File: src/rtl/seq_pattern_gen.sv
// ---------------------------------------------------------------------------
// seq_pattern_gen
//
// Serial pattern transmitter. This is the driving end of the 1-bit seq link
// that the sequence-detector FSMs read. A start pulse shifts the stored
// PAT_W-bit pattern out MSB-first, one bit per clock. After the last bit the
// block drives GAP idle cycles and then pulses done for one cycle. The block
// serves as an on-chip stimulus source and as the transmit side of the
// detector link.
//
// Parameters
//   PAT_W    pattern length in bits (2..16)
//   PATTERN  pattern held in the pattern register after reset
//   GAP      idle cycles after the last bit (0..15), 0 = no gap
//
// Ports
//   i_clk        system clock, all logic on the rising edge
//   i_rst        synchronous, active-high reset
//   i_start      begin a transmission (only looked at while idle)
//   i_load_en    write i_load_pat into the pattern register (only while idle)
//   i_load_pat   new pattern value
//   i_repeat_en  (SEQ_REPEAT_EN builds only) chain another frame instead of
//                finishing
//   o_seq        serial data, registered
//   o_seq_valid  high on every cycle o_seq carries a pattern bit
//   o_busy       high from the first bit through the done cycle
//   o_done       one-cycle pulse after the gap
//
// Build option
//   SEQ_REPEAT_EN  adds i_repeat_en. When it is high on the final gap cycle
//                  (or on the final bit when GAP is 0), the pattern register
//                  is reloaded into the shifter and a new frame starts right
//                  away, with no done pulse. Without the macro the block is
//                  strictly single-shot.
// ---------------------------------------------------------------------------
module seq_pattern_gen #(
  parameter int               PAT_W   = 4,
  parameter logic [PAT_W-1:0] PATTERN = 4'b1011,
  parameter int               GAP     = 2
) (
  input  logic             i_clk,
  input  logic             i_rst,
  input  logic             i_start,
  input  logic             i_load_en,
  input  logic [PAT_W-1:0] i_load_pat,
`ifdef SEQ_REPEAT_EN
  input  logic             i_repeat_en,
`endif
  output logic             o_seq,
  output logic             o_seq_valid,
  output logic             o_busy,
  output logic             o_done
);

  localparam int CNT_W = (PAT_W > 1) ? $clog2(PAT_W) : 1;
  localparam logic [CNT_W-1:0] LAST_BIT = CNT_W'(PAT_W - 1);
  localparam logic [3:0] LAST_GAP = 4'((GAP > 0) ? (GAP - 1) : 0);

  typedef enum logic [1:0] {
    ST_IDLE = 2'b00,
    ST_SEND = 2'b01,
    ST_GAP  = 2'b10,
    ST_DONE = 2'b11
  } state_t;

  state_t             r_state;
  logic [PAT_W-1:0]   r_patReg;
  logic [PAT_W-1:0]   r_shiftReg;
  logic [CNT_W-1:0]   r_bitCnt;
  logic [3:0]         r_gapCnt;
  logic               r_seqValid;
  logic               r_busy;
  logic               r_done;

  state_t             w_nextState;
  logic [PAT_W-1:0]   w_nextPat;
  logic [PAT_W-1:0]   w_nextShift;
  logic [CNT_W-1:0]   w_nextBitCnt;
  logic [3:0]         w_nextGapCnt;
  logic               w_nextValid;
  logic               w_nextBusy;
  logic               w_nextDone;
  logic [PAT_W-1:0]   w_framePat;
  logic               w_repeat;

  // The repeat request is tied low in the single-shot build so the FSM below
  // is identical in both configurations.
`ifdef SEQ_REPEAT_EN
  assign w_repeat = i_repeat_en;
`else
  assign w_repeat = 1'b0;
`endif

  // The serial bit is simply the MSB of the shifter. Shifting left once more
  // after the last bit leaves the shifter all zero, so o_seq reads 0 during
  // the gap, done and idle without any extra gating.
  assign o_seq       = r_shiftReg[PAT_W-1];
  assign o_seq_valid = r_seqValid;
  assign o_busy      = r_busy;
  assign o_done      = r_done;

  // Next-state and next-output logic. Every output is computed here one cycle
  // ahead and captured by the register block, so all outputs come straight
  // from flops. A start that coincides with a load transmits the freshly
  // loaded value, which is why the frame source is muxed ahead of the shifter.
  always_comb begin
    w_nextState  = r_state;
    w_nextPat    = r_patReg;
    w_nextShift  = r_shiftReg;
    w_nextBitCnt = r_bitCnt;
    w_nextGapCnt = r_gapCnt;
    w_nextValid  = 1'b0;
    w_nextBusy   = 1'b0;
    w_nextDone   = 1'b0;
    w_framePat   = i_load_en ? i_load_pat : r_patReg;

    case (r_state)
      ST_IDLE: begin
        if (i_load_en) begin
          w_nextPat = i_load_pat;
        end
        if (i_start) begin
          w_nextState  = ST_SEND;
          w_nextShift  = w_framePat;
          w_nextBitCnt = '0;
          w_nextValid  = 1'b1;
          w_nextBusy   = 1'b1;
        end
      end

      ST_SEND: begin
        w_nextBusy  = 1'b1;
        w_nextShift = r_shiftReg << 1;
        if (r_bitCnt == LAST_BIT) begin
          w_nextBitCnt = '0;
          if (GAP == 0) begin
            if (w_repeat) begin
              w_nextShift = r_patReg;
              w_nextValid = 1'b1;
            end else begin
              w_nextState = ST_DONE;
              w_nextDone  = 1'b1;
            end
          end else begin
            w_nextState  = ST_GAP;
            w_nextGapCnt = '0;
          end
        end else begin
          w_nextBitCnt = r_bitCnt + 1'b1;
          w_nextValid  = 1'b1;
        end
      end

      ST_GAP: begin
        w_nextBusy = 1'b1;
        if (r_gapCnt == LAST_GAP) begin
          w_nextGapCnt = '0;
          if (w_repeat) begin
            w_nextState  = ST_SEND;
            w_nextShift  = r_patReg;
            w_nextBitCnt = '0;
            w_nextValid  = 1'b1;
          end else begin
            w_nextState = ST_DONE;
            w_nextDone  = 1'b1;
          end
        end else begin
          w_nextGapCnt = r_gapCnt + 1'b1;
        end
      end

      ST_DONE: begin
        w_nextState = ST_IDLE;
      end

      default: begin
        w_nextState = ST_IDLE;
        w_nextShift = '0;
      end
    endcase
  end

  // State and output registers. Reset drops any frame in flight, clears every
  // output and restores the power-up pattern.
  always_ff @(posedge i_clk) begin
    if (i_rst) begin
      r_state    <= ST_IDLE;
      r_patReg   <= PATTERN;
      r_shiftReg <= '0;
      r_bitCnt   <= '0;
      r_gapCnt   <= '0;
      r_seqValid <= 1'b0;
      r_busy     <= 1'b0;
      r_done     <= 1'b0;
    end else begin
      r_state    <= w_nextState;
      r_patReg   <= w_nextPat;
      r_shiftReg <= w_nextShift;
      r_bitCnt   <= w_nextBitCnt;
      r_gapCnt   <= w_nextGapCnt;
      r_seqValid <= w_nextValid;
      r_busy     <= w_nextBusy;
      r_done     <= w_nextDone;
    end
  end

endmodule

File: config.mk
export PLATFORM = sky130hd
export DESIGN_NAME = seq_pattern_gen
export DESIGN_NICKNAME = d
export VERILOG_FILES = /design/src/rtl/seq_pattern_gen.sv
export SDC_FILE = /design/constraint.sdc
export NUM_CORES = 1
export LEC_CHECK = 0
export BUFFER_PORTS_ARGS = -buffer_cell sky130_fd_sc_hd__buf_2
export CAP_MARGIN = 20
export CORE_UTILIZATION = 60
export CTS_CLUSTER_SIZE = 8
export DETAILED_ROUTE_END_ITERATION = 10
export HOLD_SLACK_MARGIN = 0.08
export PLACE_DENSITY = 0.82
export SETUP_SLACK_MARGIN = 0.1
export SLEW_MARGIN = 20
export SYNTH_ARGS = -nofsm -noshare
export SYNTH_HDL_FRONTEND = slang
export SYNTH_SLANG_ARGS = --single-unit
File: constraint.sdc
create_clock -name i_clk -period 4.6 [get_ports i_clk]
set_input_delay 0.69 -clock i_clk [delete_from_list [all_inputs] [get_ports i_clk]]
set_output_delay 0.69 -clock i_clk [all_outputs]
set_load 0.02 [all_outputs]
# [Word level (Yosys, flattened, before mapping)]
# Cells that the tools add are included.
[word_totals] register_bits=19 word_cells=45
[op_classes] n_addsub=2 eq_ne=8 muxes=18 bitwise=1 reduce_logical=8
[ops] cell="two-way mux 4 bit" count=4
[ops] cell="case mux 4 bit (2 select lines)" count=2
[ops] cell="two-way mux 2 bit" count=5
[ops] cell="case mux 2 bit (4 select lines)" count=1
[ops] cell="== test 2 bit (second input constant)" count=3
[ops] cell="!= test 2 bit (second input constant)" count=3
[ops] cell="adder 4 x 1 -> 4 bit (second input constant)" count=1
[ops] cell="== test 4 x 1 -> 1 bit (second input constant)" count=1
[ops] cell="case mux 1 bit (2 select lines)" count=2
[ops] cell="case mux 2 bit (2 select lines)" count=1
[ops] cell="AND reduction 2 bit" count=2
[ops] cell="nonzero test 2 bit" count=2
[ops] cell="OR reduction 2 bit" count=2
[ops] cell="two-way mux 1 bit" count=3
[ops] cell="AND reduction 3 bit" count=1
[ops] cell="adder 2 x 1 -> 2 bit (second input constant)" count=1
[ops] cell="== test 2 x 1 -> 1 bit (second input constant)" count=1
[ops] cell="logical NOT 2 bit" count=1
[ops] cell="inverter 1 bit" count=1

# [Depth between registers and ports, before layout]
# Gate-level depths: netlist of run 1.
[logic_depth] ltp_word=3 ltp_mapped=7

# [Worst setup path before layout of run 1]
# OpenSTA, ideal clock, no wires.
[synth_timing] path_kind="input -> register" from="in i_load_en" to="reg r_shiftReg[1]" setup_ps=132 arrival_time_ps=1406 setup_slack_ps=3062 path_stages=4 path_buffers=1 cell_sequence="buf_2 -> mux2_2 -> o211ai_1 -> a21oi_1"
[synth_via] elab_chain_cells=3
[synth_rtl] item="from (decl)" line_no="44" text="input logic i_load_en,"
[synth_rtl] item="two-way mux 4 bit"
[synth_rtl] item="two-way mux 4 bit" line_no="122" text="if (i_start) begin"
[synth_rtl] item="case mux 4 bit (2 select lines)" line_no="117" text="case (r_state)"
[synth_rtl] item="to (signal assigned)" line_no="198" text="r_shiftReg <= w_nextShift;"
[synth_rtl] item="to (decl)" line_no="68" text="logic [PAT_W-1:0] r_shiftReg;"
# No other way between the ends. The select of a mux whose other input is x is not followed.
# A chain may end at the register's enable or synchronous reset.

# [Worst setup path in the final report of run 1]
[layout_timing] from="reg r_state[1]" to="reg r_gapCnt[2]"
[layout_via] elab_chain_cells=3 word_cells_on_any_way=6 cone_classes="3 x eq/ne; 1 x mux; 2 x reduce/logical"
[layout_rtl] item="from (decl)" line_no="66" text="state_t r_state;"
[layout_rtl] item="from (signal assigned)" line_no="196" text="r_state <= w_nextState;"
[layout_rtl] item="== test 2 x 1 -> 1 bit or == test 2 bit (tied branches)" line_no="117"
[layout_rtl] item="!= test 2 bit (no line) or nonzero test 2 bit (tied branches)"
[layout_rtl] item="AND reduction 2 bit (no line)"
[layout_rtl] item="to (signal assigned)" line_no="200" text="r_gapCnt <= w_nextGapCnt;"
[layout_rtl] item="to (decl)" line_no="70" text="logic [3:0] r_gapCnt;"
# Several ways; a longest one is shown, not always the timed one.

==> metrics.txt, run 1 <==
status completed; met2 usage 41.19%; pin count of the biggest net entering global routing 18; Placeable Area ~1600 sq um; GRT overflow 0; post-synth net total 134; routed wire length between 1.5 and 2 mm; 1st-iter DRT viols 16; final setup vio count 0; clock skew 1.493 ps; Via Count roughly 850; Power, Total 0.5863 mW; Initial Util 66.53%; vias in the first global route 810; # DRC 0; WP data arrival 2100 ps; Post-synth EDFFs 0; Setup CP Type flip-flop to flip-flop; post-CTS sizing 0; Primary FF master, synth dfxtp_1; worst r2r path cells 5; worst-skew pair later-pin latency 290 ps; synthesized area per cell 8.790 sq um; root buf cell clkbuf_4; Routed WL per cell approximately 13 um; Ys Warns 0; routability cong. 0.8112; Leak Pwr 0.4579 nW; worst vdd ir 330.6 uV; Hold Crit Endpoint r_shiftReg[1]; H-tree levels 1; # hold bufs at CTS 0; Clock Pin Slew Worst Setup and Hold Paths 110 ps; PD cells 528.3 nW/um^2; # rows 14; Yosys reg bits 19; Syn-to-layout area delta 6.996%; Die Wd 43.58 um; CTS sink count 19; worst slew margin relative to its limit 56.59%; initial antenna violation count 0; fin area 1110 sq um; I/O pins 12; Post-Route Setup TNS 0 ps; R2R Setup Slk 2680 ps; final net count 143; 1st-pass router iterations 4; ys async rst share 0%; register area share after synthesis between 30% and 40%; biggest area consumer among synthesized cells dfxtp_1; Post-DP Area 1082 sq um; crit path max fanout 17; Final Hold Fails 0; mapped cell area ~1000 sq um; part of the cycle the worst path needs 41.67%; Synth Instances 118; busiest grt layer met2; diodes inserted 0; dpl hpwl around 1.4 mm; fillers 129; Final Max Tran Viols 0; min cycle time layout 1917 ps; Slew @ Worst Pin 651.1 ps; GRT Overall Usage 23.27%; first-pass GRT wire length about 3.4 mm; Cell variety after synth 29; met1 GRT Util roughly 28%; max cap viols 0; CTS Buf Count 3; Synth top cells by count dfxtp_1, nand2_1, a21oi_1; top-count cell post-synth dfxtp_1; Hold Path Depth 2; area of the die 1899 sq um; crit path launch type flip-flop; endpoint class of the critical path flip-flop; layout cells sized above 1 19.05%; setup bufs post-CTS 0; top post-synthesis cells by area dfxtp_1, ha_1, a21oi_1, mux2_2, nand3_1; IO Port Bufs 11; post-route ant nets 0; chip height 43.58 um; worst r2r src r_state[1]; Synth top area share 36.67%; vias per cell 5.958; fmax 0.5217 GHz; type of the tightest min-delay check flip-flop to flip-flop; unrepaired setup endpoints after global routing no; Max Root-Sink Buffers 2; reg-to-reg endpoint r_gapCnt[2]; Final Util 71.19%; CTS tree yes; CP required 4780 ps; worst hold start r_shiftReg[1]; M3 GR Usage roughly 3.8%
-- area by class of cell --
cell class	instances	area (sq um)	share of cell area [%]
Inverter	10	37.54	3.382
Tap cell	16	20.02	1.804
Multi-Input combinational cell	82	589.3	53.10
Sequential cell	19	380.4	34.27
Clock inverter	1	5.005	0.4510
Timing Repair Buffer	11	55.05	4.961
Clock buffer	3	22.52	2.029
-- critical path, stage by stage (launching register included) --
cell and delay (ps):
dfxtp_1 350, inv_1 110, ha_1 590, mux2i_1 430
nand3b_1 210, o32ai_1 100
-- state kept, by name, indices dropped and copies added (netlist names) --
register     count
o_busy           1
o_done           1
o_seq_valid      1
r_bitCnt         2
r_gapCnt         4
r_patReg         4
r_shiftReg       4
r_state          2
-- report_power, final --
| group | total, mW | switching, mW | internal [mW] |
|---|---|---|---|
| clock network | 0.0842 | 0.0519 | 0.0324 |
| logic | 0.271 | 0.156 | 0.115 |
| registers | 0.231 | 0.0250 | 0.206 |
| total | 0.586 | 0.233 | 0.353 |
-- through the flow --
stage          cells  hold slack [ps]  setup slack [ps]
6_report         142            456.2              2683
3_5_place_dp     138            442.9              2723
2_1_floorplan    118            426.8              3062
5_1_grt          142            498.1              2567
3_3_place_gp     138            438.5              2829
4_1_cts          142            458.3              2711
-- worst max path at each step --
stage               depth (start not counted)  startpoint  slack (ps)             to
floorplan                                   4   i_load_en        3060  r_shiftReg[1]
global placement                            5  r_state[1]        2830    r_gapCnt[2]
detailed placement                          5  r_state[1]        2720    r_gapCnt[2]
CTS                                         5  r_state[1]        2710    r_gapCnt[2]
global route                                5  r_state[1]        2570    r_gapCnt[0]
finish                                      5  r_state[1]        2680    r_gapCnt[2]
-- cells in the final DEF, fill, tap and decap left out --
master and n:
o31ai_1 1, nor3b_1 2, ha_1 8, nand2b_1 4, a221oi_4 1, o211ai_1 3, clkinv_1 1, inv_1 9
o2111ai_1 1, nand2_1 14, or2_2 1, buf_2 11, o32ai_1 2, a21oi_1 12, nand3b_1 1, mux2_2 5
or3_2 1, a32oi_1 2, o21bai_1 1, nor2b_1 2, or3b_4 1, dfxtp_1 19, clkinv_2 1, nor2_1 1
mux2i_1 5, nor3_1 1, clkbuf_4 3, nand3_1 11, a311oi_1 1, o21ai_0 1
-- kinds of logic (layout without fill, tap and decap cells) --
logic type	Yosys count	in the layout	share of synthesized area, %
flip-flops	19	19	36.67
AO/OA/AOI/OAI	25	25	17.49
AND/OR/NAND/NOR	39	39	19.42
multiplexers	10	10	10.25
adder cells (fa/ha/maj)	8	8	9.651
buffers and inverters	17	25	6.512
-- layer usage --
layer	routed length, um	up-vias
met4	13	0
li1	-	433
met5	0	-
met2	949	23
met3	95	2
met1	851	388
Note: power is estimated with default switching activity, not from simulation.
==> run 2, diff against run 1 <==
--- a/config.mk
+++ b/config.mk
@@ -7,11 +7,11 @@
 export LEC_CHECK = 0
 export BUFFER_PORTS_ARGS = -buffer_cell sky130_fd_sc_hd__buf_2
 export CAP_MARGIN = 20
-export CORE_UTILIZATION = 60
+export CORE_UTILIZATION = 50
 export CTS_CLUSTER_SIZE = 8
 export DETAILED_ROUTE_END_ITERATION = 10
 export HOLD_SLACK_MARGIN = 0.08
-export PLACE_DENSITY = 0.82
+export PLACE_DENSITY = 0.73
 export SETUP_SLACK_MARGIN = 0.1
 export SLEW_MARGIN = 20
 export SYNTH_ARGS = -nofsm -noshare
==> constraint.sdc (replaced) <==
create_clock -name i_clk -period 1.7 [get_ports i_clk]
set_input_delay 0.255 -clock i_clk [delete_from_list [all_inputs] [get_ports i_clk]]
set_output_delay 0.255 -clock i_clk [all_outputs]
set_load 0.02 [all_outputs]
==> metrics.txt, run 2 (synthesis gave the netlist of run 1 again) <==
status completed; Leak Pwr 0.4674 nW (+2.1%); initial antenna violation count 0 (unchanged); 1st-pass router iterations 4 (unchanged); clock skew 6.804 ps (+5.312 ps); final hold slack 229.6 ps (-226.6 ps); chip height 47.55 um (+9.1%); CTS Buf Count 3 (unchanged); I/O pins 12 (unchanged); unrepaired setup endpoints after global routing yes; min cycle time layout 1545 ps (-371.6 ps); Slew @ Worst Pin 387.9 ps (-263.2 ps); WP data arrival 1770 ps (-330 ps); dpl hpwl 1.443 mm (+5.0%); IO Port Bufs 11 (unchanged); placed instance count 152 (+10%); # DRC 0 (unchanged); Clock Pin Slew Worst Setup and Hold Paths 110 ps (about the same); post-route ant nets 0 (unchanged); top flop regs r_gapCnt: 4 flops, r_patReg: 4 flops, r_shiftReg: 4 flops; part of the cycle the worst path needs 90.90% (+49 points); fillers 198 (+53%); CTS sink count 19 (unchanged); # hold bufs at CTS 0 (unchanged); 1st-iter DRT viols 13 (-3); Post-Route Setup TNS 0 ps (unchanged); commonest cells after routing, fill and taps aside dfxtp_1, nand2_1, a21oi_1, nand3_1, buf_2; diodes inserted 0 (unchanged); Final Hold Fails 0 (unchanged); Die Wd 47.55 um (+9.1%); crit path launch type flip-flop; routability cong. 0.6741 (-17%); vias in the first global route 690 (-15%); register area 382.9 sq um (+0.66%); Routed WL per cell 12.30 um (-8.5%); Syn-to-layout area delta 11.10%; area of the die 2261 sq um (+19%); Via Count 856 (+1.2%); worst r2r path cells 5 (unchanged); CTS tree yes; PD cells 1426 nW/um^2 (+170%); area of the multi-input gates 594.3 sq um (+0.85%); GRT Overall Usage 17.07% (-6.2 points); Placeable Area 1962 sq um (+26%); type of the tightest min-delay check input pin to flip-flop; worst vdd ir 934.5 uV (+180%); Hold Path Depth 3 (+1); endpoint class of the critical path flip-flop; # rows 16 (+2); final setup vio count 0 (unchanged); commonest non-fill, non-tap cell in the layout dfxtp_1; max cap viols 0 (unchanged); final net count 146 (+2.1%); routed wire length 1.919 mm (+0.47%); first-pass GRT wire length 2.760 mm (-18%); fmax 0.6471 GHz (+24%); crit path max fanout 4 (-13); fin cells 156 (+9.9%); GRT overflow 0 (unchanged); H-tree levels 1 (unchanged); pin count of the biggest net entering global routing 17 (-1); layout cells sized above 1 23.26% (+4.2 points); worst slew margin relative to its limit 74.09% (+17 points); root buf cell clkbuf_4; vias per cell 5.487 (-7.9%); Setup CP Type flip-flop to flip-flop; Initial Util 52.87% (-14 points); CP required 1920 ps (-2860 ps); worst-skew pair later-pin latency 290 ps (about the same); Final Max Tran Viols 0 (unchanged); Max Root-Sink Buffers 2 (unchanged)
## run 2: cell types whose count changed in the layout (fill, tap and decap cells not counted), sizes merged
cell	previous run	this run
clkinv	2	1
buf	11	14
clkbuf	3	4
## run 2: stage by stage
step                power [mW]  cell area (sq um)  util [%]  setup WS, ps
global placement         1.379               1119     57.02         157.3
floorplan                1.224               1037         -         218.9
global route             1.787               1152     58.74         92.05
detailed placement       1.417               1119     57.02         119.1
finish                   1.643               1152     58.74         154.8
CTS                      1.642               1146     58.42         114.9
## run 2: final timing paths
check                startpoint            end  slack, ps
setup reg to reg    r_gapCnt[1]     r_state[1]        150
setup / recovery    r_gapCnt[1]     r_state[1]        150
hold reg to reg   r_shiftReg[2]  r_shiftReg[2]        460
hold / removal    i_load_pat[1]    r_patReg[1]        230
## run 2: worst max-delay path, stage by stage, from the launching register on
cell and delay, ps:
dfxtp_1 350, inv_1 60, ha_1 130, or3b_4 410, a221oi_4 310, mux2i_1 220
## run 2: power breakdown
| part | total (mW) | internal, mW | switching (mW) |
|---|---|---|---|
| Sequential | 0.627 | 0.559 | 0.0679 |
| Combinational | 0.792 | 0.361 | 0.431 |
| Clock | 0.223 | 0.0911 | 0.132 |
## run 2: timing repair
item                       in CTS  in global routing
resized for setup               1                  3
buffers inserted                0                  0
setup endpoints to repair       1                 10
gates cloned                    0                  0
pin swaps                       0                  0
## run 2: area by class of cell
| type | count | area share (%) |
|---|---|---|
| repair buffers | 14 | 6.732 |
| flip-flops and latches | 19 | 33.22 |
| multi-input cells | 82 | 51.57 |
| inverters | 10 | 3.257 |
| clock buffers | 4 | 2.280 |
| well taps | 27 | 2.932 |
## run 2: per-layer routing
| metal | GRT usage (%) | share of wire, % | vias up |
|---|---|---|---|
| met3 | 3.396 | 3.1 | 2 |
| met4 | 5.000 | 0.47 | 0 |
| met5 | 0 | 0 | - |
| met2 | 29.32 | 47 | 16 |
| li1 | - | - | 434 |
| met1 | 21.64 | 49 | 404 |
